$ cat src/rtl/mem_port_arbiter.sv
// mem_port_arbiter: shares one fixed-latency single-ported RAM between the
// fetch stage (IF, reads only) and the memory stage (MEM, loads and stores).
// MEM has priority over IF. Each transfer is one IDLE grant, WAIT_CYCLES
// ACCESS cycles and one RESP cycle that carries the owner's done pulse.
// Optional feature macro: MEM_PORT_ARB_STATS_EN adds a saturating 16-bit
// conflict_cnt output that counts grants made while both requesters were active.
module mem_port_arbiter #(
  parameter int ADDR_W      = 32,
  parameter int DATA_W      = 32,
  parameter int WAIT_CYCLES = 2
) (
  input  logic              clk,
  input  logic              rst,
  input  logic              if_req,
  input  logic [ADDR_W-1:0] if_addr,
  output logic              if_done,
  output logic [DATA_W-1:0] if_rdata,
  input  logic              d_rd,
  input  logic              d_wr,
  input  logic [ADDR_W-1:0] d_addr,
  input  logic [DATA_W-1:0] d_wdata,
  output logic              d_done,
  output logic [DATA_W-1:0] d_rdata,
  output logic              d_err,
  output logic              stall_if,
  output logic              stall_mem,
  output logic              ram_en,
  output logic              ram_we,
  output logic [ADDR_W-1:0] ram_addr,
  output logic [DATA_W-1:0] ram_wdata,
  input  logic [DATA_W-1:0] ram_rdata
`ifdef MEM_PORT_ARB_STATS_EN
  ,
  output logic [15:0]       conflict_cnt
`endif
);

  // A zero-cycle RAM access cannot be sequenced; refuse to build it.
  generate
    if (WAIT_CYCLES < 1) begin : g_bad_wait_cycles
      $error("mem_port_arbiter: WAIT_CYCLES must be >= 1");
    end
  endgenerate

  localparam int CNT_W = (WAIT_CYCLES > 1) ? $clog2(WAIT_CYCLES) : 1;
  localparam logic [CNT_W-1:0] CNT_LOAD = CNT_W'(WAIT_CYCLES - 1);

  typedef enum logic [1:0] {
    S_IDLE   = 2'd0,
    S_ACCESS = 2'd1,
    S_RESP   = 2'd2
  } state_t;

  state_t            state_q, state_d;
  logic [CNT_W-1:0]  cnt_q, cnt_d;
  logic              own_mem_q, own_mem_d;   // 1: MEM owns the transfer, 0: IF
  logic              we_q, we_d;
  logic [ADDR_W-1:0] addr_q, addr_d;
  logic [DATA_W-1:0] wdata_q, wdata_d;
  logic              ram_en_q, ram_en_d;
  logic              ram_we_q, ram_we_d;
  logic              if_done_q, if_done_d;
  logic              d_done_q, d_done_d;
  logic [DATA_W-1:0] if_rdata_q, if_rdata_d;
  logic [DATA_W-1:0] d_rdata_q, d_rdata_d;
  logic              d_err_q, d_err_d;
  logic              mem_req;
`ifdef MEM_PORT_ARB_STATS_EN
  logic [15:0]       conflict_cnt_q, conflict_cnt_d;
`endif

  assign mem_req = d_rd | d_wr;

  // Next-state and next-output computation for the IDLE/ACCESS/RESP sequencer.
  always_comb begin
    state_d    = state_q;
    cnt_d      = cnt_q;
    own_mem_d  = own_mem_q;
    we_d       = we_q;
    addr_d     = addr_q;
    wdata_d    = wdata_q;
    ram_en_d   = ram_en_q;
    ram_we_d   = ram_we_q;
    if_done_d  = 1'b0;
    d_done_d   = 1'b0;
    if_rdata_d = if_rdata_q;
    d_rdata_d  = d_rdata_q;
    d_err_d    = d_err_q;
`ifdef MEM_PORT_ARB_STATS_EN
    conflict_cnt_d = conflict_cnt_q;
`endif
    case (state_q)
      S_IDLE: begin
        if (mem_req) begin
          // The MEM-stage instruction is older, so it wins; rd+wr together acts as a store.
          own_mem_d = 1'b1;
          we_d      = d_wr;
          addr_d    = d_addr;
          wdata_d   = d_wdata;
          cnt_d     = CNT_LOAD;
          ram_en_d  = 1'b1;
          ram_we_d  = d_wr;
          state_d   = S_ACCESS;
          if (d_rd && d_wr) begin
            d_err_d = 1'b1;
          end
`ifdef MEM_PORT_ARB_STATS_EN
          if (if_req && (conflict_cnt_q != 16'hFFFF)) begin
            conflict_cnt_d = conflict_cnt_q + 16'd1;
          end
`endif
        end else if (if_req) begin
          own_mem_d = 1'b0;
          we_d      = 1'b0;
          addr_d    = if_addr;
          cnt_d     = CNT_LOAD;
          ram_en_d  = 1'b1;
          ram_we_d  = 1'b0;
          state_d   = S_ACCESS;
        end
      end
      S_ACCESS: begin
        if (cnt_q == '0) begin
          // Last access cycle: RAM data is valid now, hand it to the owner.
          ram_en_d = 1'b0;
          ram_we_d = 1'b0;
          state_d  = S_RESP;
          if (own_mem_q) begin
            d_done_d = 1'b1;
            if (!we_q) begin
              d_rdata_d = ram_rdata;
            end
          end else begin
            if_done_d  = 1'b1;
            if_rdata_d = ram_rdata;
          end
        end else begin
          cnt_d = cnt_q - CNT_W'(1);
        end
      end
      S_RESP: begin
        // Requests seen here are ignored; the requester still holds them in IDLE.
        state_d = S_IDLE;
      end
      default: begin
        state_d  = S_IDLE;
        ram_en_d = 1'b0;
        ram_we_d = 1'b0;
      end
    endcase
  end

  // Register all state and outputs; reset abandons any transfer in flight.
  always_ff @(posedge clk) begin
    if (rst) begin
      state_q    <= S_IDLE;
      cnt_q      <= '0;
      own_mem_q  <= 1'b0;
      we_q       <= 1'b0;
      addr_q     <= '0;
      wdata_q    <= '0;
      ram_en_q   <= 1'b0;
      ram_we_q   <= 1'b0;
      if_done_q  <= 1'b0;
      d_done_q   <= 1'b0;
      if_rdata_q <= '0;
      d_rdata_q  <= '0;
      d_err_q    <= 1'b0;
`ifdef MEM_PORT_ARB_STATS_EN
      conflict_cnt_q <= '0;
`endif
    end else begin
      state_q    <= state_d;
      cnt_q      <= cnt_d;
      own_mem_q  <= own_mem_d;
      we_q       <= we_d;
      addr_q     <= addr_d;
      wdata_q    <= wdata_d;
      ram_en_q   <= ram_en_d;
      ram_we_q   <= ram_we_d;
      if_done_q  <= if_done_d;
      d_done_q   <= d_done_d;
      if_rdata_q <= if_rdata_d;
      d_rdata_q  <= d_rdata_d;
      d_err_q    <= d_err_d;
`ifdef MEM_PORT_ARB_STATS_EN
      conflict_cnt_q <= conflict_cnt_d;
`endif
    end
  end

  assign ram_en    = ram_en_q;
  assign ram_we    = ram_we_q;
  assign ram_addr  = addr_q;
  assign ram_wdata = wdata_q;
  assign if_done   = if_done_q;
  assign d_done    = d_done_q;
  assign if_rdata  = if_rdata_q;
  assign d_rdata   = d_rdata_q;
  assign d_err     = d_err_q;
  assign stall_if  = if_req & ~if_done_q;
  assign stall_mem = mem_req & ~d_done_q;
`ifdef MEM_PORT_ARB_STATS_EN
  assign conflict_cnt = conflict_cnt_q;
`endif

endmodule

$ cat config.mk
export PLATFORM = sky130hd
export DESIGN_NAME = mem_port_arbiter
export DESIGN_NICKNAME = d
export VERILOG_FILES = /design/src/rtl/mem_port_arbiter.sv
export SDC_FILE = /design/constraint.sdc
export NUM_CORES = 1
export LEC_CHECK = 0
export CAP_MARGIN = 20
export CORE_ASPECT_RATIO = 1.4
export CORE_MARGIN = 5
export CORE_UTILIZATION = 27
export CTS_BUF_LIST = sky130_fd_sc_hd__clkbuf_16
export CTS_CLUSTER_SIZE = 40
export DETAILED_ROUTE_END_ITERATION = 6
export GPL_TIMING_DRIVEN = 0
export SYNTH_ARGS = -nofsm -noshare
export SYNTH_HDL_FRONTEND = slang
export SYNTH_SLANG_ARGS = --single-unit
export TNS_END_PERCENT = 100
$ cat constraint.sdc
create_clock -name clk -period 2.46 [get_ports clk]
set_input_delay 0.492 -clock clk [delete_from_list [all_inputs] [get_ports clk]]
set_output_delay 0.492 -clock clk [all_outputs]
set_load 0.03 [all_outputs]
# After elaboration in Yosys (flattened, before gate mapping)
# Index checks and enable logic that the tools add are counted.
word_totals:
  regBits: 138
  in_bits: 133
  out_inout_bits: 135
  wordCells: 59
classes:
  add_sub_neg: 1
  eq_ne: 4
  muxes: 18
  bitwise: 10
  reduce_logical: 13
ops:
  columns: ["op", "count"]
  rows:
  - ["32-bit two-way mux", 2]
  - ["1-bit two-way mux", 9]
  - ["3-bit AND reduction", 3]
  - ["2-bit AND reduction", 4]
  - ["1-bit NOT", 7]
  - ["2-bit two-way mux", 3]
  - ["1-bit one-hot mux with 3 select lines", 2]
  - ["2-bit one-hot mux with 2 select lines", 1]
  - ["4-bit AND reduction", 1]
  - ["2-bit nonzero test", 2]
  - ["3-bit inequality test (second input constant)", 1]
  - ["3-bit OR reduction", 1]
  - ["1-bit AND", 2]
  - ["2-bit by 1-bit == test with 1-bit output (second input constant)", 1]
  - ["2-bit == test (second input constant)", 1]
  - ["2-bit logical NOT", 1]
  - ["2-bit inequality test (second input constant)", 1]
  - ["1-bit one-hot mux with 2 select lines", 1]
  - ["1-bit logical AND", 1]
  - ["1-bit bitwise OR", 1]
  - ["1-bit subtractor (second input constant)", 1]

# Longest topological paths before layout
# Gate-level depths: netlist of run 1.
logic_depth:
  ltp_word: 3
  depth_mapped: 5
  depth_no_buf: 3

# Worst setup path after synthesis of run 1
# OpenSTA, ideal clock, no wires.
synth_path:
  path_kind: "input -> output"
  start: "input d_wr"
  end: "output stall_mem"
  t_arrival_ps: 1303
  required_ps: 1968
  slack_ps: 665
  stages: 4
  n_path_buf: 2
  cell_sequence: "nor2_1 -> clkbuf_1 -> clkbuf_1 -> nor2_1"
synth_via:
  elab_chain_len: 2
synth_lines:
  columns: ["element", "line", "rtl"]
  rows:
  - ["from (decl)", "19", "input logic d_wr,"]
  - ["1-bit bitwise OR", "72", "assign mem_req = d_rd | d_wr;"]
  - ["1-bit AND", "202", "assign stall_mem = mem_req & ~d_done_q;"]
  - ["to (decl)", "26", "output logic stall_mem,"]
# No other way between the ends.

# Worst setup path in the final report of run 1
layout_path:
  start: "input if_req"
  end: "output stall_if"
layout_via:
  elab_chain_len: 1
layout_lines:
  columns: ["element", "line", "rtl"]
  rows:
  - ["from (decl)", "14", "input logic if_req,"]
  - ["1-bit AND", "201", "assign stall_if = if_req & ~if_done_q;"]
  - ["to (decl)", "25", "output logic stall_if,"]
# No other way between the ends.

==> metrics.md, run 1 <==
| Metric | Value |
|---|---|
| Register bit total from synthesis | 138 |
| Setup CP Type | input port to output pin |
| Crit Reg-Reg Endpoint | ram_we |
| DIE AREA | 23510 sq um |
| Layout cells sized above 1 | 0.04526 |
| Num rows | 62 |
| FILL cells | 2050 |
| Largest net degree at the start of global routing | 20 |
| Residual DRC | 0 |
| Status | complete, no violations |
| Critical path peak fanout | 3 |
| Vias in the first global route | 5684 |
| Final nets | 1070 |
| Total chip power | 6938 uW |
| RSZ-0062 raised after global routing | false |
| DR WL/cell | 16.90 um |
| Cts hold-fix bufs | 0 |
| Setup-failing EPs final | 0 |
| CTS sink cnt | 138 |
| Crit. End Element | output pin |
| Worst path cell trace | clkdlybuf4s50_1 -> inv_1 -> nor2_1 -> clkdlybuf4s50_1 |
| Routability congestion estimate | 0.7684 |
| Post-Syn Instances | 652 |
| Beginning of the critical path | if_req |
| Crit path buf inv count | 3 |
| Critical path endpoint | stall_if |
| Final period util | 0.9717 |
| Synthesized area | 5537 sq um |
| Starting density of the core | 0.2724 |
| Core box area | 20320 sq um |
| PwrDens | 756.0 nW/um^2 |
| Slowest Stage Delay on Critical Path | 0.71 ns |
| Type of the worst min-delay path | flip-flop to flip-flop |
| Port Buffers | 266 |
| HPWL after DPL | 15.87 mm |
| Synth warn | 0 |
| R2R setup slack | 0.36 ns |
| Post-route insts no fill | 1206 |
| Setup_tns | 0 ns |
| Inserted Diodes | 0 |
| Worst R2R Start | state_q[1] |
| Post-synthesis cell type count | 26 |
| Worst Path Required | 1.97 ns |
| Rel. slew slack | 0.5754 |
| H-tree levels | 4 |
| Die X | 131.0 um |
| Static Leak | 0.003497 uW |
| Clock Skew | 0.008676 ns |
| Critical Path AT | 1.90 ns |
| IO Count | 268 |
| Post-synthesis net count | 785 |
| Fin. max-slew vios | 0 |
| Clk buf depth | 2 |
| Via/cell ratio | 4.652 |
| Routed Antenna Nets | 0 |
| Reg clk slew, reported paths | 0.06 ns |
| Cells on worst reg2reg path | 5 |
| Remaining global-route overflow | 0 |
| Post-Route WL | 20.38 mm |
| Clock Tree Root | clkbuf_16 |
| Worst-Skew Late Latency | 0.41 ns |
| First-pass GRT wire length | 31.20 mm |
| Largest area contributor in the netlist | dfxtp_1 |
| Mean Syn Cell Area | 8.492 sq um |
| Most frequent cells in the layout | clkdlybuf4s50_1 (265), dfxtp_1 (138), nand2_1 (131) |
| Placed instance count | 1175 |
| Top delay family on crit path | buffers and inverters |
| Total track usage | 0.1696 |
| Commonest non-fill, non-tap cell in the layout | clkdlybuf4s50_1 |
| Critical path's slowest cell | clkdlybuf4s50_1 |
| Top post-synthesis cells by area | dfxtp_1 (50%), a21oi_1 (9.1%), nand2_1 (8.9%), nand2b_1 (7.2%), mux2i_1 (6.0%) |
| Die Y | 179.4 um |
| Area Overhead vs Synth | 65.76% |
| Clock buffer count from CTS | 17 |
| Final hold vios | 0 |
| Hold path depth | 2 |
| CTS tree | built |
| Iter 0 DRT Violations | 259 |
| Initial antenna violation count | 0 |
| Stages on worst setup path | 4 |
| Drt pass-1 iters | 5 |
| CP Launch Type | input port |
| # Post-CTS Setup Buffers | 0 |
| Max IR drop VDD | 0.4626 mV |
| Min Clock Period, post-route | 2.390 ns |
| Routed vias | 5610 |
| Register area share after synthesis | 0.4990 |
| Max Cap Viol | 0 |
| Fmax | 0.4184 GHz |
| Worst path most repeated cell | clkdlybuf4s50_1 |
| Area share of the largest cell type after synthesis | 0.4990 |
| Worst slew pin tran | 0.6368 ns |
## flip-flops by register name (all words and copies together) (netlist names)
name and cells:
ram_we 1, if_done 1, ram_addr 32, d_done 1, d_err 1, own_mem_q 1
we_q 1, ram_en 1, ram_wdata 32, cnt_q 1, d_rdata 32, if_rdata 32
state_q 2
## cells in the mapped netlist
cell      instances
a211oi_1          1
a21oi_1         101
a311oi_1         32
a31oi_1           1
and2_1            1
buf_1             3
buf_12            3
buf_2             3
buf_6             1
clkbuf_1         51
dfxtp_1         138
inv_1             3
mux2i_1          33
nand2_1         131
nand2b_1         64
nand3_1          32
nor2_1            8
nor2b_1           1
nor3_1            2
nor4b_1           1
o21ai_0          35
o221ai_1          1
or2_2             2
or3_1             1
or3b_1            2
or4b_2            1
## area by class of cell
type,instances,area [sq um],share of cell area
repair buffers,267,2675,0.2915
multi-input cells,450,2474,0.2695
inverters,3,11.26,0.001227
flip-flops and latches,138,2763,0.3010
plain buffers,60,289.0,0.03149
clock inverters,15,220.2,0.02399
clock buffers,17,425.4,0.04635
well taps,256,320.3,0.03490
## through the flow
| stage | hold WS, ns | area (sq um) | setup WS (ns) | utilization |
|---|---|---|---|---|
| finish | 0.4531 | 9178 | 0.06968 | 0.4516 |
| global route | 0.4781 | 9178 | 0.01446 | 0.4516 |
| CTS | 0.4577 | 9175 | 0.01070 | 0.4514 |
| detailed placement | 0.4490 | 8531 | -0.7525 | 0.4197 |
| global placement | 0.4417 | 8519 | -0.7644 | 0.4192 |
| floorplan | 0.4494 | 5537 | 0.6646 | - |
## worst reg2reg max path: stages (launching register included)
cell and delay [ns]:
dfxtp_1 0.37, nor2_1 0.48, clkbuf_1 0.42, buf_1 0.46
nand2_1 0.16, a21oi_1 0.14
## how the worst min path moves through the flow
stage | startpoint | to | slack (ns)
global route | if_rdata[23] | if_rdata[23] | 0.48
global placement | if_rdata[0] | if_rdata[0] | 0.44
detailed placement | if_rdata[0] | if_rdata[0] | 0.45
floorplan | we_q | we_q | 0.45
finish | if_rdata[0] | if_rdata[0] | 0.45
CTS | if_rdata[0] | if_rdata[0] | 0.46
## logic make-up after synthesis
logic type             count (synthesis)  synth area share
AOI/OAI and AO/OA                    171            0.1776
and+or+nand+nor                      246            0.2095
buffers and inverters                 64           0.05424
DFF                                  138            0.4990
muxes                                 33           0.05966
## report_power, final
part,switching [uW],leakage [uW],internal (uW)
Combinational,896,0.00205,701
Clock,1020,0.000317,1800
Sequential,99.0,0.00113,2420
## what timing repair did
action | in CTS | in global routing
hold endpoints to repair | 0 | 0
resized for setup | 4 | 2
endpoints found under the setup margin | 1 | 1
## per-layer routing
layer | share of wire | global-route usage | wire length (um) | up-vias
met5 | 0 | 0 | 0 | -
met4 | 0.019 | 0.05517 | 378 | 0
met3 | 0.074 | 0.05374 | 1504 | 23
met2 | 0.55 | 0.3171 | 11190 | 181
met1 | 0.36 | 0.1735 | 7303 | 2601
li1 | - | - | - | 2805
(Power assumes the default switching activity.)
==> run 2: changes to the inputs <==
Settings changed: ABC_AREA set to 0, CTS_CLUSTER_SIZE 40 to 25, SLEW_MARGIN set to 20.
==> run 2 against run 1 <==
  * Global-route usage grew 0.055 points
  * Sequential share of layout area is essentially flat
  * Setup slack improved by 0.0061 ns
  * Non-clock buffer count fell by 1
  * Die area unchanged
  * Critical path depth unchanged
  * Largest cell class unchanged
  * Largest power group unchanged
==> metrics.md, run 2 (synthesis results as in run 1) <==
| Metric | Value |
|---|---|
| Num rows | 62 |
| Routed vias | 5594 |
| IO Count | 268 |
| Worst hold slack | 0.4557 ns |
| Residual DRC | 0 |
| Worst path most repeated cell | clkdlybuf4s50_1 |
| HPWL after DPL | 15.80 mm |
| H-tree levels | 4 |
| Drt pass-1 iters | 4 |
| Seq. cell area | 2763 sq um |
| Initial antenna violation count | 0 |
| Placed instance count | 1174 |
| Rel. slew slack | 0.5624 |
| Port Buffers | 266 |
| Post-Route WL | 20.38 mm |
| Static Leak | 0.003499 uW |
| DP Area | 8526 sq um |
| Largest net degree at the start of global routing | 20 |
| Final hold vios | 0 |
| First-pass GRT wire length | 31.08 mm |
| Max Cap Viol | 0 |
| Clock Tree Root | clkbuf_16 |
| Iter 0 DRT Violations | 215 |
| Setup CP Type | input port to output pin |
| Commonest non-fill, non-tap cell in the layout | clkdlybuf4s50_1 |
| Clock Skew | 0.006379 ns |
| Worst path cell trace | clkdlybuf4s50_1 -> inv_1 -> nor2_1 -> clkdlybuf4s50_1 |
| Critical path's slowest cell | clkdlybuf4s50_1 |
| Critical path peak fanout | 3 |
| Worst slew pin tran | 0.6565 ns |
| FILL cells | 2023 |
| Most frequent cells in the layout | clkdlybuf4s50_1 (265), dfxtp_1 (138), nand2_1 (131) |
| Die Y | 179.4 um |
| RSZ-0062 raised after global routing | false |
| Type of the worst min-delay path | flip-flop to flip-flop |
| Clk pwr share | 0.416 |
| Post-route insts no fill | 1205 |
| Fmax | 0.4194 GHz |
| Routability congestion estimate | 0.7684 |
| Final nets | 1069 |
| Routed Antenna Nets | 0 |
| Fin. max-slew vios | 0 |
| Total track usage | 0.1702 |
| Area Overhead vs Synth | 65.99% |
| Via/cell ratio | 4.642 |
| Slowest Stage Delay on Critical Path | 0.72 ns |
| Status | complete, no violations |
| Inserted Diodes | 0 |
| PwrDens | 767.7 nW/um^2 |
| Finished Cell Area | 9190 sq um |
| Switching part of the total | 0.2874 |
| Combinational power share | 0.226 |
| CP Launch Type | input port |
| Die X | 131.0 um |
| Starting density of the core | 0.2724 |
| Switching Power | 2028 uW |
| Vias in the first global route | 5567 |
| Clock buffer count from CTS | 17 |
| DIE AREA | 23510 sq um |
| Cts hold-fix bufs | 0 |
| Min Clock Period, post-route | 2.384 ns |
| Layout cells sized above 1 | 0.04531 |
| Worst-Skew Late Latency | 0.42 ns |
| Critical Path AT | 1.89 ns |
| Setup_tns | 0 ns |
| Final period util | 0.9692 |
| Max IR drop VDD | 0.4795 mV |
| Multi-input logic area | 2480 sq um |
| Clk buf depth | 2 |
| Reg clk slew, reported paths | 0.06 ns |
| Remaining global-route overflow | 0 |
| Seq pwr share | 0.357 |
| Total chip power | 7055 uW |
| CTS tree | built |
| R2R setup slack | 0.43 ns |
| CTS sink cnt | 138 |
| Worst Path Required | 1.97 ns |
| Core box area | 20320 sq um |
| Crit. End Element | output pin |
| DR WL/cell | 16.91 um |
| Total internal power | 5027 uW |
| Setup-failing EPs final | 0 |
## run 2: changes by cell type in the layout (fill, tap and decap cells not counted), sizes merged
| cell | previous run | this run |
|---|---|---|
| bufinv | 5 | 6 |
| clkbuf | 67 | 68 |
| clkdlybuf4s15 | 2 | 0 |
| clkinv | 7 | 5 |
| clkinvlp | 0 | 1 |
## run 2: path summary, 6_finish.rpt
path,start,to,cells after the start
hold / removal,if_rdata[27],if_rdata[27],2
setup reg to reg,state_q[1],ram_we,5
hold reg to reg,if_rdata[27],if_rdata[27],2
setup / recovery,if_req,stall_if,4
## run 2: through the flow
step / worst slack, ns / utilization
3_5_place_dp: -0.7598 / 0.4195
4_1_cts: 0.03046 / 0.4524
2_1_floorplan: 0.6646 / -
3_3_place_gp: -0.7644 / 0.4192
6_report: 0.07576 / 0.4522
5_1_grt: 0.03114 / 0.4522
## run 2: worst max-delay path: cells and delay by family
kind,cells,cell delay [ns]
buffers and inverters,3,1.30
and+or+nand+nor,1,0.10
## run 2: power groups by stage
stage / logic, uW / clock network, uW / registers [uW]
4_1_cts: 1620 / 3010 / 2520
6_report: 1600 / 2940 / 2520
3_5_place_dp: 1620 / 0 / 2570
5_1_grt: 1710 / 3110 / 2550
2_1_floorplan: 495 / 0 / 2910
3_3_place_gp: 1620 / 0 / 2560
## run 2: per-layer routing
| layer | track usage | share of wire |
|---|---|---|
| met4 | 0.05640 | 0.021 |
| met3 | 0.05552 | 0.077 |
| met5 | 0 | 0 |
| met1 | 0.1770 | 0.36 |
| met2 | 0.3133 | 0.54 |
## run 2: layout make-up
cell class	count	area share
clock inverters	15	0.02655
well taps	256	0.03485
plain buffers	60	0.03145
flip-flops and latches	138	0.3006
inverters	3	0.001225
repair buffers	266	0.2892
multi-input cells	450	0.2698
clock buffers	17	0.04629
## run 2: what timing repair did
item,in CTS,in global routing
hold endpoints to repair,0,0
cloned,0,0
gates resized for setup,3,2
buffers inserted,0,0
setup endpoints to repair,1,1
==> run 3: changes to the inputs <==
Settings changed: CORE_UTILIZATION 27 to 44, PLACE_DENSITY set to 0.86.
==> run 3 against run 2 <==
  * Flip-flop and latch count unchanged
  * Design area down 1.9%
  * Core utilization is 28 points higher
  * Critical path depth unchanged
  * Via count is 1.8% higher
  * Die area decreased by 36%
  * Setup slack got worse by 0.034 ns
  * Clock power decreased by 7.8%
  * Routed wire length shrank 10%
  * Largest cell class unchanged
==> metrics.md, run 3 (synthesis results as in run 1) <==
| Metric | Value |
|---|---|
| CP Launch Type | input port |
| Crit. End Element | output pin |
| Iter 0 DRT Violations | 276 |
| Fmax | 0.4135 GHz |
| Placed instance count | 1068 |
| Area Overhead vs Synth | 62.87% |
| Port Buffers | 266 |
| Die Y | 142.7 um |
| Max Cap Viol | 0 |
| PwrDens | 756.2 nW/um^2 |
| Largest net degree at the start of global routing | 20 |
| Cells on worst reg2reg path | 4 |
| Starting density of the core | 0.4497 |
| Type of the worst min-delay path | flip-flop to flip-flop |
| R2R setup slack | 0.39 ns |
| H-tree levels | 4 |
| Die X | 104.8 um |
| CTS tree | built |
| Rel. slew slack | 0.3120 |
| Critical Path AT | 1.93 ns |
| IO Count | 268 |
| Clk buf depth | 2 |
| Most frequent cells in the layout | clkdlybuf4s50_1 (265), dfxtp_1 (138), nand2_1 (131) |
| Clock Tree Root | clkbuf_16 |
| First-pass GRT wire length | 28.28 mm |
| Clock buffer count from CTS | 17 |
| Hold path endpoint | if_rdata[0] |
| Routed Antenna Nets | 0 |
| HP Start | if_rdata[0] |
| Static Leak | 0.003477 uW |
| Setup CP Type | input port to output pin |
| Post-route insts no fill | 1098 |
| Cts hold-fix bufs | 0 |
| Worst-Skew Late Latency | 0.41 ns |
| Initial antenna violation count | 0 |
| Commonest non-fill, non-tap cell in the layout | clkdlybuf4s50_1 |
| Final hold vios | 0 |
| Num rows | 48 |
| Min Clock Period, post-route | 2.418 ns |
| Residual DRC | 0 |
| Via/cell ratio | 5.186 |
| DP Area | 8387 sq um |
| Core box area | 12310 sq um |
| Routed vias | 5694 |
| Routability congestion estimate | 0.8282 |
| Hold path depth | 2 |
| Final period util | 0.9830 |
| Crit Reg-Reg Endpoint | if_rdata[5] |
| Total track usage | 0.2338 |
| Worst R2R Start | state_q[0] |
| Reg clk slew, reported paths | 0.06 ns |
| Post-Route WL | 18.28 mm |
| Vias in the first global route | 5629 |
| Setup_tns | 0 ns |
| Finished Cell Area | 9017 sq um |
| Worst slew pin tran | 1.018 ns |
| Layout cells sized above 1 | 0.04219 |
| DR WL/cell | 16.65 um |
| Critical path peak fanout | 3 |
| Clock Skew | 0.006700 ns |
| Worst Path Required | 1.97 ns |
| Max IR drop VDD | 0.4826 mV |
| DIE AREA | 14960 sq um |
| HPWL after DPL | 14.06 mm |
| Setup-failing EPs final | 0 |
| CTS sink cnt | 138 |
| Final nets | 1069 |
| Drt pass-1 iters | 4 |
| RSZ-0062 raised after global routing | false |
| Fin. max-slew vios | 0 |
| Inserted Diodes | 0 |
| Status | complete, no violations |
| Remaining global-route overflow | 0 |
run 3: changes by cell type in the layout (fill, tap and decap cells not counted):
cell / change
inv_6: -3
bufinv_16: -1
clkbuf_2: -1
clkdlybuf4s15_2: +1
clkinv_1: +1
clkinv_2: +1
clkinvlp_4: +1
nor4b_1: +1
nor4b_2: -1
run 3: critical path, cell delays in order:
cell and delay [ns]:
clkdlybuf4s50_1 0.52, inv_1 0.09, nor2_1 0.10, clkdlybuf4s50_1 0.72
run 3: worst max path at each step:
stage               cells after the start         to   start  slack (ns)
finish                                  4   stall_if  if_req        0.04
detailed placement                      6  stall_mem    d_wr       -0.66
CTS                                     5  stall_mem    d_wr        0.06
global route                            4   stall_if  if_req        0.02
global placement                        6  stall_mem    d_wr       -0.65
floorplan                               4  stall_mem    d_wr        0.66
run 3: repair_timing:
| item | in CTS | in global routing |
|---|---|---|
| resized for setup | 4 | 2 |
| buffers inserted | 0 | 0 |
| cloned | 0 | 0 |
| endpoints found under the setup margin | 1 | 1 |
run 3: power breakdown:
group	leakage, uW	switching, uW	internal [uW]	total (uW)
registers	0.00113	96.4	2420	2520
logic	0.00204	885	699	1580
clock network	0.000301	935	1780	2710
total	0.00348	1920	4900	6820
run 3: routing by layer:
metal  wire length, um  GRT usage  share of wire
met1              6481     0.2332           0.35
met2              9595     0.4283           0.52
met3              1420    0.08186          0.078
met4               781     0.1152          0.043
met5                 0          0              0
run 3: area by class of cell:
class                      count  area (sq um)
inverter                       3         11.26
multi-input combinational    450          2474
tap                          150         187.7
timing repair buffer         266          2664
fill                         934          3294
clock inverter                14         203.9
clock buffer                  17         425.4
buffer                        60         289.0
sequential                   138          2763
run 3: metrics by stage:
step,hold WS (ns),power (uW),util,setup WS [ns]
CTS,0.4571,6873,0.7322,0.05781
detailed placement,0.4485,4148,0.6812,-0.6552
floorplan,0.4494,3404,-,0.6646
finish,0.4556,6819,0.7324,0.04178
global route,0.4808,7084,0.7324,0.01998
global placement,0.4435,4130,0.6812,-0.6466
